--- config.mk ---
export PLATFORM = sky130hd
export DESIGN_NAME = csa_accum
export DESIGN_NICKNAME = d
export VERILOG_FILES = /design/src/rtl/csa_pkg.sv /design/src/rtl/csa_row.sv /design/src/rtl/csa_accum.sv
export SDC_FILE = /design/constraint.sdc
export NUM_CORES = 1
export LEC_CHECK = 0
export ABC_AREA = 1
export CAP_MARGIN = 20
export CELL_PAD_IN_SITES_DETAIL_PLACEMENT = 0
export CELL_PAD_IN_SITES_GLOBAL_PLACEMENT = 1
export CORE_UTILIZATION = 45
export CTS_BUF_LIST = sky130_fd_sc_hd__clkbuf_2
export CTS_CLUSTER_SIZE = 24
export DETAILED_ROUTE_END_ITERATION = 10
export PLACE_DENSITY = 0.95
export SLEW_MARGIN = 20
export SYNTH_ARGS = -nofsm -noshare
export SYNTH_HDL_FRONTEND = slang
export SYNTH_SLANG_ARGS = --single-unit
--- constraint.sdc ---
create_clock -name clk -period 4.8 [get_ports clk]
set_input_delay 0.96 -clock clk [delete_from_list [all_inputs] [get_ports clk]]
set_output_delay 0.96 -clock clk [all_outputs]
set_load 0.01 [all_outputs]
--- src/rtl/csa_pkg.sv ---
// Shared types and helpers for the carry-save accumulator.
package csa_pkg;

  localparam int unsigned MAX_BUS_W  = 4096;
  localparam int unsigned MAX_WORD_W = 256;

  typedef enum logic [1:0] {
    IDLE    = 2'd0,
    ACCUM   = 2'd1,
    RESOLVE = 2'd2,
    HOLD    = 2'd3
  } state_t;

  // Accumulator width: enough headroom for nops*max_beats full-scale words.
  function automatic int unsigned acc_width(input int unsigned dw,
                                            input int unsigned nops,
                                            input int unsigned max_beats);
    return dw + $clog2(nops * max_beats);
  endfunction

  function automatic int unsigned cnt_width(input int unsigned max_beats);
    return $clog2(max_beats + 1);
  endfunction

  // Extract operand k (dw bits wide) from a packed beat, zero-extended.
  function automatic logic [MAX_WORD_W-1:0] unpack_word(input logic [MAX_BUS_W-1:0] data,
                                                        input int unsigned k,
                                                        input int unsigned dw);
    logic [MAX_BUS_W-1:0] mask;
    mask = (MAX_BUS_W'(1) << dw) - MAX_BUS_W'(1);
    return MAX_WORD_W'((data >> (k * dw)) & mask);
  endfunction

endpackage

--- src/rtl/csa_row.sv ---
// One 3:2 compressor row: three W-bit addends in, sum and shifted carry out.
module csa_row #(
  parameter int unsigned W = 8
) (
  input  logic [W-1:0] a,
  input  logic [W-1:0] b,
  input  logic [W-1:0] d,
  output logic [W-1:0] s,
  output logic [W-1:0] c
);

  logic [W-1:0] maj;

  assign s   = a ^ b ^ d;
  assign maj = (a & b) | (a & d) | (b & d);
  assign c   = maj << 1;

endmodule

--- src/rtl/csa_accum.sv ---
// Multi-operand accumulator holding its running total in carry-save form.
// Optional overflow flag port out_ovf is enabled by defining CSA_ACC_OVF_EN.
module csa_accum
  import csa_pkg::*;
#(
  parameter  int unsigned DW        = 32,
  parameter  int unsigned NOPS      = 4,
  parameter  int unsigned MAX_BEATS = 16,
  localparam int unsigned AW        = acc_width(DW, NOPS, MAX_BEATS),
  localparam int unsigned CW        = cnt_width(MAX_BEATS)
) (
  input  logic               clk,
  input  logic               rst_n,
  input  logic               in_valid,
  output logic               in_ready,
  input  logic [NOPS*DW-1:0] in_data,
  input  logic               in_last,
  output logic               out_valid,
  input  logic               out_ready,
  output logic [AW-1:0]      out_sum,
  output logic [CW-1:0]      out_beats
`ifdef CSA_ACC_OVF_EN
  ,
  output logic               out_ovf
`endif
);

  localparam logic [CW-1:0] CNT_MAX = {CW{1'b1}};

  state_t         state_q;
  logic [AW-1:0]  acc_s;
  logic [AW-1:0]  acc_c;
  logic [CW-1:0]  cnt_q;
  logic           accept;

  logic [AW-1:0]  s_chain [NOPS+1];
  logic [AW-1:0]  c_chain [NOPS+1];

  assign accept     = in_valid && in_ready;
  assign s_chain[0] = acc_s;
  assign c_chain[0] = acc_c;

  // Each row folds one operand into the redundant pair; no carry ripples.
  for (genvar k = 0; k < NOPS; k++) begin : g_tree
    logic [AW-1:0] op;
    assign op = AW'(unpack_word(MAX_BUS_W'(in_data), k, DW));
    csa_row #(.W(AW)) u_row (
      .a (s_chain[k]),
      .b (c_chain[k]),
      .d (op),
      .s (s_chain[k+1]),
      .c (c_chain[k+1])
    );
  end

`ifdef CSA_ACC_OVF_EN
  logic ovf_q;

  // Sticky: a beat arrived after MAX_BEATS had already been taken.
  always_ff @(posedge clk or negedge rst_n) begin
    if (!rst_n) begin
      ovf_q   <= 1'b0;
      out_ovf <= 1'b0;
    end else begin
      if (accept && (cnt_q >= CW'(MAX_BEATS))) ovf_q <= 1'b1;
      if (state_q == RESOLVE) out_ovf <= ovf_q;
      if (state_q == HOLD && out_valid && out_ready) begin
        ovf_q   <= 1'b0;
        out_ovf <= 1'b0;
      end
    end
  end
`endif

  // Job control, redundant accumulator and registered result.
  always_ff @(posedge clk or negedge rst_n) begin
    if (!rst_n) begin
      state_q   <= IDLE;
      acc_s     <= '0;
      acc_c     <= '0;
      cnt_q     <= '0;
      in_ready  <= 1'b0;
      out_valid <= 1'b0;
      out_sum   <= '0;
      out_beats <= '0;
    end else begin
      unique case (state_q)
        IDLE, ACCUM: begin
          in_ready <= 1'b1;
          if (accept) begin
            acc_s <= s_chain[NOPS];
            acc_c <= c_chain[NOPS];
            cnt_q <= (cnt_q == CNT_MAX) ? cnt_q : cnt_q + CW'(1);
            if (in_last) begin
              state_q  <= RESOLVE;
              in_ready <= 1'b0;
            end else begin
              state_q  <= ACCUM;
            end
          end
        end
        RESOLVE: begin
          out_sum   <= acc_s + acc_c;
          out_beats <= cnt_q;
          state_q   <= HOLD;
        end
        HOLD: begin
          if (!out_valid) begin
            out_valid <= 1'b1;
          end else if (out_ready) begin
            out_valid <= 1'b0;
            acc_s     <= '0;
            acc_c     <= '0;
            cnt_q     <= '0;
            in_ready  <= 1'b1;
            state_q   <= IDLE;
          end
        end
        default: state_q <= IDLE;
      endcase
    end
  end

endmodule

* Word level (Yosys, flattened, before mapping) *
Index checks and enable logic that the tools add are counted.

word-level totals
  word-level logic and storage cells = 77
  output and inout bits = 45
  bits of input ports = 133
  memories kept = 0
  memory bits (read-only) = 0
  register bits after elaboration = 128
  bits in latches = 0
  bits in writable memories = 0

cells by class
  magnitude comparators = 0
  multiplexer cells = 23
  reductions and logical operators = 8
  multiply operators = 0
  equality and inequality tests = 8
  $add $sub $neg = 2
  bitwise operators = 28
  div/mod/pow operators = 0
  shift-type cells = 0

operator list
  cell                                                 count
  bitwise AND 37 x 32 -> 37 bit                        8
  OR 37 bit                                            8
  two-way mux 38 bit                                   4
  one-hot mux 38 bit (2 select lines)                  2
  bitwise XOR 38 x 32 -> 38 bit                        4
  bitwise XOR 38 bit                                   4
  bitwise AND 37 bit                                   4
  adder 38 bit                                         1
  two-way mux 5 bit                                    4
  one-hot mux 5 bit (2 select lines)                   1
  two-way mux 2 bit                                    4
  != test 2 bit, second input constant                 4
  two-way mux 1 bit                                    6
  one-hot mux 2 bit (3 select lines)                   1
  AND reduction 3 bit                                  2
  adder 5 x 1 -> 5 bit, second input constant          1
  equality test 5 bit, second input constant           1
  AND reduction 5 bit                                  1
  equality test 2 bit, second input constant           2
  AND reduction 4 bit                                  1
  equality test 2 x 1 -> 1 bit, second input constant  1
  zero test 2 bit                                      1
  one-hot mux 1 bit (2 select lines)                   1
  nonzero test 2 bit                                   1
  2 further kinds                                      2

* Longest topological paths before layout *
  depth in word-level cells = 14
  depth in mapped cells = 15
  depth with buffers taken out = 15

* Modules after synthesis *
A second synthesis with hierarchy kept.

unflattened totals
  cell total of the unflattened synthesis = 1,279
  area total of the unflattened synthesis = 10,908.0 sq um

by module, submodules not included
  module     times used  sequential area each (sq um)  area each (sq um)  cells an instance
  csa_accum  1           3,203.1                       7,759.9            1,087
  csa_row    4           0.0                           787.0              48

* Worst setup path after synthesis *
No wires, ideal clock.

  path kind = input port to flip-flop
  start = input in_data[1]
  end = register acc_s[1]
  data arrival time = 3.052 ns
  path slack = 1.619 ns
  library setup time = 0.129 ns
  path buffers = 0
  stages on the path = 6
  path through = fa_1 fa_1 fa_1 inv_1 fa_1 o21ai_0

on the way
  word-level cells in the longest chain between the ends = 9

ends and longest elaborated chain
  element                              RTL line         RTL
  from (decl)                          csa_accum.sv:16  input logic [NOPS*DW-1:0] in_data,
  bitwise XOR 38 x 32 -> 38 bit        csa_row.sv:14    assign s = a ^ b ^ d;
  bitwise XOR 38 bit                   csa_row.sv:14
  bitwise XOR 38 x 32 -> 38 bit        csa_row.sv:14
  bitwise XOR 38 bit                   csa_row.sv:14
  bitwise XOR 38 x 32 -> 38 bit        csa_row.sv:14
  bitwise XOR 38 bit                   csa_row.sv:14
  bitwise XOR 38 x 32 -> 38 bit        csa_row.sv:14
  two-way mux 38 bit                   csa_accum.sv:90  if (accept) begin
  one-hot mux 38 bit (2 select lines)  csa_accum.sv:87  unique case (state_q)
  to (signal assigned)                 csa_accum.sv:91  acc_s <= s_chain[NOPS];
  to (decl)                            csa_accum.sv:31  logic [AW-1:0] acc_s;

Every way passes these cells. The select of a mux whose other input is x is not followed.
A chain may end at the register's enable or synchronous reset.

* Worst setup path in the final report *
Same ends and word-level chain as after synthesis.

==> results.txt <==
Fmax achieved = 0.329 GHz
Leading post-synthesis cells by cell area = dfrtp_1 31%, fa_1 25%, nand2_1 14%
Top FF cell, synth = dfrtp_1
IO buf count = 177
EDFF count, synth = 0
Core Area = 0.0226 mm2
Most frequent cell after synthesis = nand2_1
Hold Fails Final Rpt = 0
Root Buffer = clkbuf_2
Gpl congestion = 0.851
Finished Core Util = 0.560
Worst Path Required = 5.44 ns
Antenna violations before repair = 1
Crit-path slowest cell = fa_1
Die X = 153 um
Vias = 8365
Routed WL = 25.0 mm
DRT iter0 DRCs = 427
Crit start category = input pin
Crit path launch = in_data[1]
# H-tree levels = 4
Leak pwr = 6.31 nW
Family with the most delay on the worst path = adder cells
Fin. max-slew vios = 0
Row cnt = 55
Pwr dens = 547 mW/mm2
Mapped Nets = 1517
Worst reg2reg path depth = 6
Synth async-reset ratio = 1.00
First-pass GRT wire length = 42.6 mm
# setup viols final = 0
Max Used Layer = met4
Final sum of negative setup slack = 0 ns
CP arrival = 3.68 ns
Sw frac = 0.467
Clk sinks = 127
Setup crit end = acc_s[1]
Overall Power = 6.92 mW
CTS tree = done
Synth-to-Final Area Change = 22.5%
WL met1 = 11.5 mm
Worst Path Max Fanout = 1
Fin Clk Skew = 0.0262 ns
Clock transition at path regs = 0.19 ns
Comb power frac = 0.644
Die height = 153 um
Crit share post-route = 0.632
Reg2Reg Launch Point = acc_s[1]
Syn Inst Count = 1198
RSZ-0062 raised after global routing = false
Slew @ Worst Pin = 0.910 ns
Sequential fraction of the synthesis area = 0.308
Critical path, cell by cell = clkdlybuf4s50_1 -> fa_1 -> fa_1 -> fa_1 -> inv_1 -> fa_1 -> o21ai_0
Initial core utilization = 0.457
Share of the synthesized area in the top cell type = 0.308
Most instantiated cells after synthesis = 394 x nand2_1, 132 x inv_1, 129 x fa_1, 127 x dfrtp_1, 100 x o21ai_0
Synth Cell Area = 0.0103 mm2
Sw power = 3.23 mW
Seq pwr share = 0.252
Yosys reg bits = 127
Most frequent CP cell = fa_1
Number of global-route vias before repair = 8632
Setup Fix Bufs, Post-CTS = 0
Unique masters post-synth = 31
Clock share of power = 0.104
WL met3 = 1.39 mm
Drt pass-1 iters = 5
Instance count on the critical path = 7
# hold bufs at CTS = 0
WHS = 0.269 ns
Count of cells resized by post-cts repair = 0
Avg Inst Size Synth = 8.62 um2
Outcome = finished clean
Min Clock Period, post-route = 3.04 ns
Total of max-cap violations = 0
Fill count = 2080
Boundary pin count = 178
DRC = 0
Internal power = 3.68 mW
Total CTS buffers = 17
DP HPWL = 20.4 mm
Avg WL per Cell = 14.9 um
Reg2reg end = acc_s[1]
Hold crit path type = in2async
Final net count = 1691
Crit path buffers/inverters = 2
Post-DRT Antenna Nets = 0
Routed vias/inst = 5.01
Layout cell share with drive strength beyond 1 = 0.0419
Clock Path Buffers = 2
Die Area = 0.0236 mm2
All-Layer GR Usage = 0.228
Total grt overflow = 0
Worst setup EP type = flip-flop
Peak VDD IR = 0.222 mV
Clk_lat worst skew = 0.72 ns
Cell taking the most area after synthesis = dfrtp_1
Synth Warn # = 0
Met2 wire len = 11.8 mm
Largest net degree at the start of global routing = 70
Max incr delay on CP = 0.58 ns
Max-slew headroom = 0.391
Flop-to-flop setup slack = 2.02 ns
Critical path class = in2reg
## cell type report
| type | instances | area, um2 | area share |
|---|---|---|---|
| inverter | 136 | 510 | 0.0404 |
| timing repair buffer | 183 | 1830 | 0.144 |
| multi-input combinational | 907 | 6530 | 0.516 |
| clock buffer | 20 | 100 | 0.00791 |
| sequential | 127 | 3180 | 0.251 |
| tap | 285 | 357 | 0.0282 |
| antenna | 1 | 2.50 | 0.000198 |
| clock inverter | 12 | 144 | 0.0114 |
## per-layer routing
| layer | GRT usage | vias up |
|---|---|---|
| met4 | 0.0448 | 0 |
| li1 | - | 4112 |
| met2 | 0.379 | 221 |
| met5 | 0 | - |
| met3 | 0.0380 | 18 |
| met1 | 0.315 | 4014 |
## registers in the layout (all words and copies together), names as in the netlist
| register | count |
|---|---|
| out_beats | 5 |
| cnt_q | 5 |
| acc_s | 38 |
| in_ready | 1 |
| acc_c | 37 |
| out_sum | 38 |
| out_valid | 1 |
| state_q | 2 |
## worst reg2reg max path: cells and delay by family (launching register included)
| kind | cells | cell delay (ns) |
|---|---|---|
| flops | 1 | 0.46 |
| fa+ha+maj | 4 | 2.00 |
| compound gates | 1 | 0.18 |
| buf+inv | 1 | 0.07 |
## cells in the final DEF (no fill, tap or decap), drive strengths merged
cell / instances
a21oi: 38
a31oi: 1
and2: 2
buf: 7
bufinv: 3
clkbuf: 20
clkdlybuf4s50: 176
clkinv: 8
clkinvlp: 1
dfrtp: 127
diode: 1
fa: 129
ha: 57
inv: 136
nand2: 399
nand3: 55
nand3b: 4
nor2: 60
nor3: 11
nor3b: 1
nor4: 1
o21a: 2
o21ai: 119
o21bai: 5
o22ai: 2
xnor2: 19
xor2: 2
## kinds of logic (layout without fill, tap and decap cells)
family | count (synthesis) | in the layout | synth area share
fa+ha+maj | 186 | 186 | 0.319
flops | 127 | 127 | 0.308
compound gates | 167 | 167 | 0.0841
xor+xnor | 21 | 21 | 0.0178
buf+inv | 164 | 351 | 0.0608
simple gates | 533 | 533 | 0.210
other cells | 0 | 1 | 0
## per-stage QoR
step	setup slack, ns	cells	area [um2]
5_1_grt	1.68	1671	12600
3_5_place_dp	1.01	1638	12400
2_1_floorplan	1.62	1198	10300
4_1_cts	1.80	1670	12600
6_report	1.76	1671	12600
3_3_place_gp	1.11	1638	12400
## worst min path at each step
| stage | from | end | slack (ns) |
|---|---|---|---|
| finish | rst_n | acc_s[8] | 0.27 |
| global route | rst_n | acc_s[8] | 0.28 |
| CTS | rst_n | acc_s[8] | 0.25 |
| detailed placement | out_sum[1] | out_sum[1] | 0.46 |
| global placement | out_sum[1] | out_sum[1] | 0.46 |
| floorplan | acc_c[32] | acc_c[32] | 0.47 |
## power by group through the flow
| stage | Sequential, mW | Combinational, mW | Clock [mW] |
|---|---|---|---|
| 2_1_floorplan | 1.76 | 3.05 | 0 |
| 3_3_place_gp | 1.75 | 4.31 | 0 |
| 3_5_place_dp | 1.77 | 4.52 | 0 |
| 4_1_cts | 1.75 | 4.55 | 0.732 |
| 5_1_grt | 1.80 | 5.19 | 0.779 |
| 6_report | 1.74 | 4.45 | 0.721 |
No activity file was read; power rests on OpenSTA's default activity.
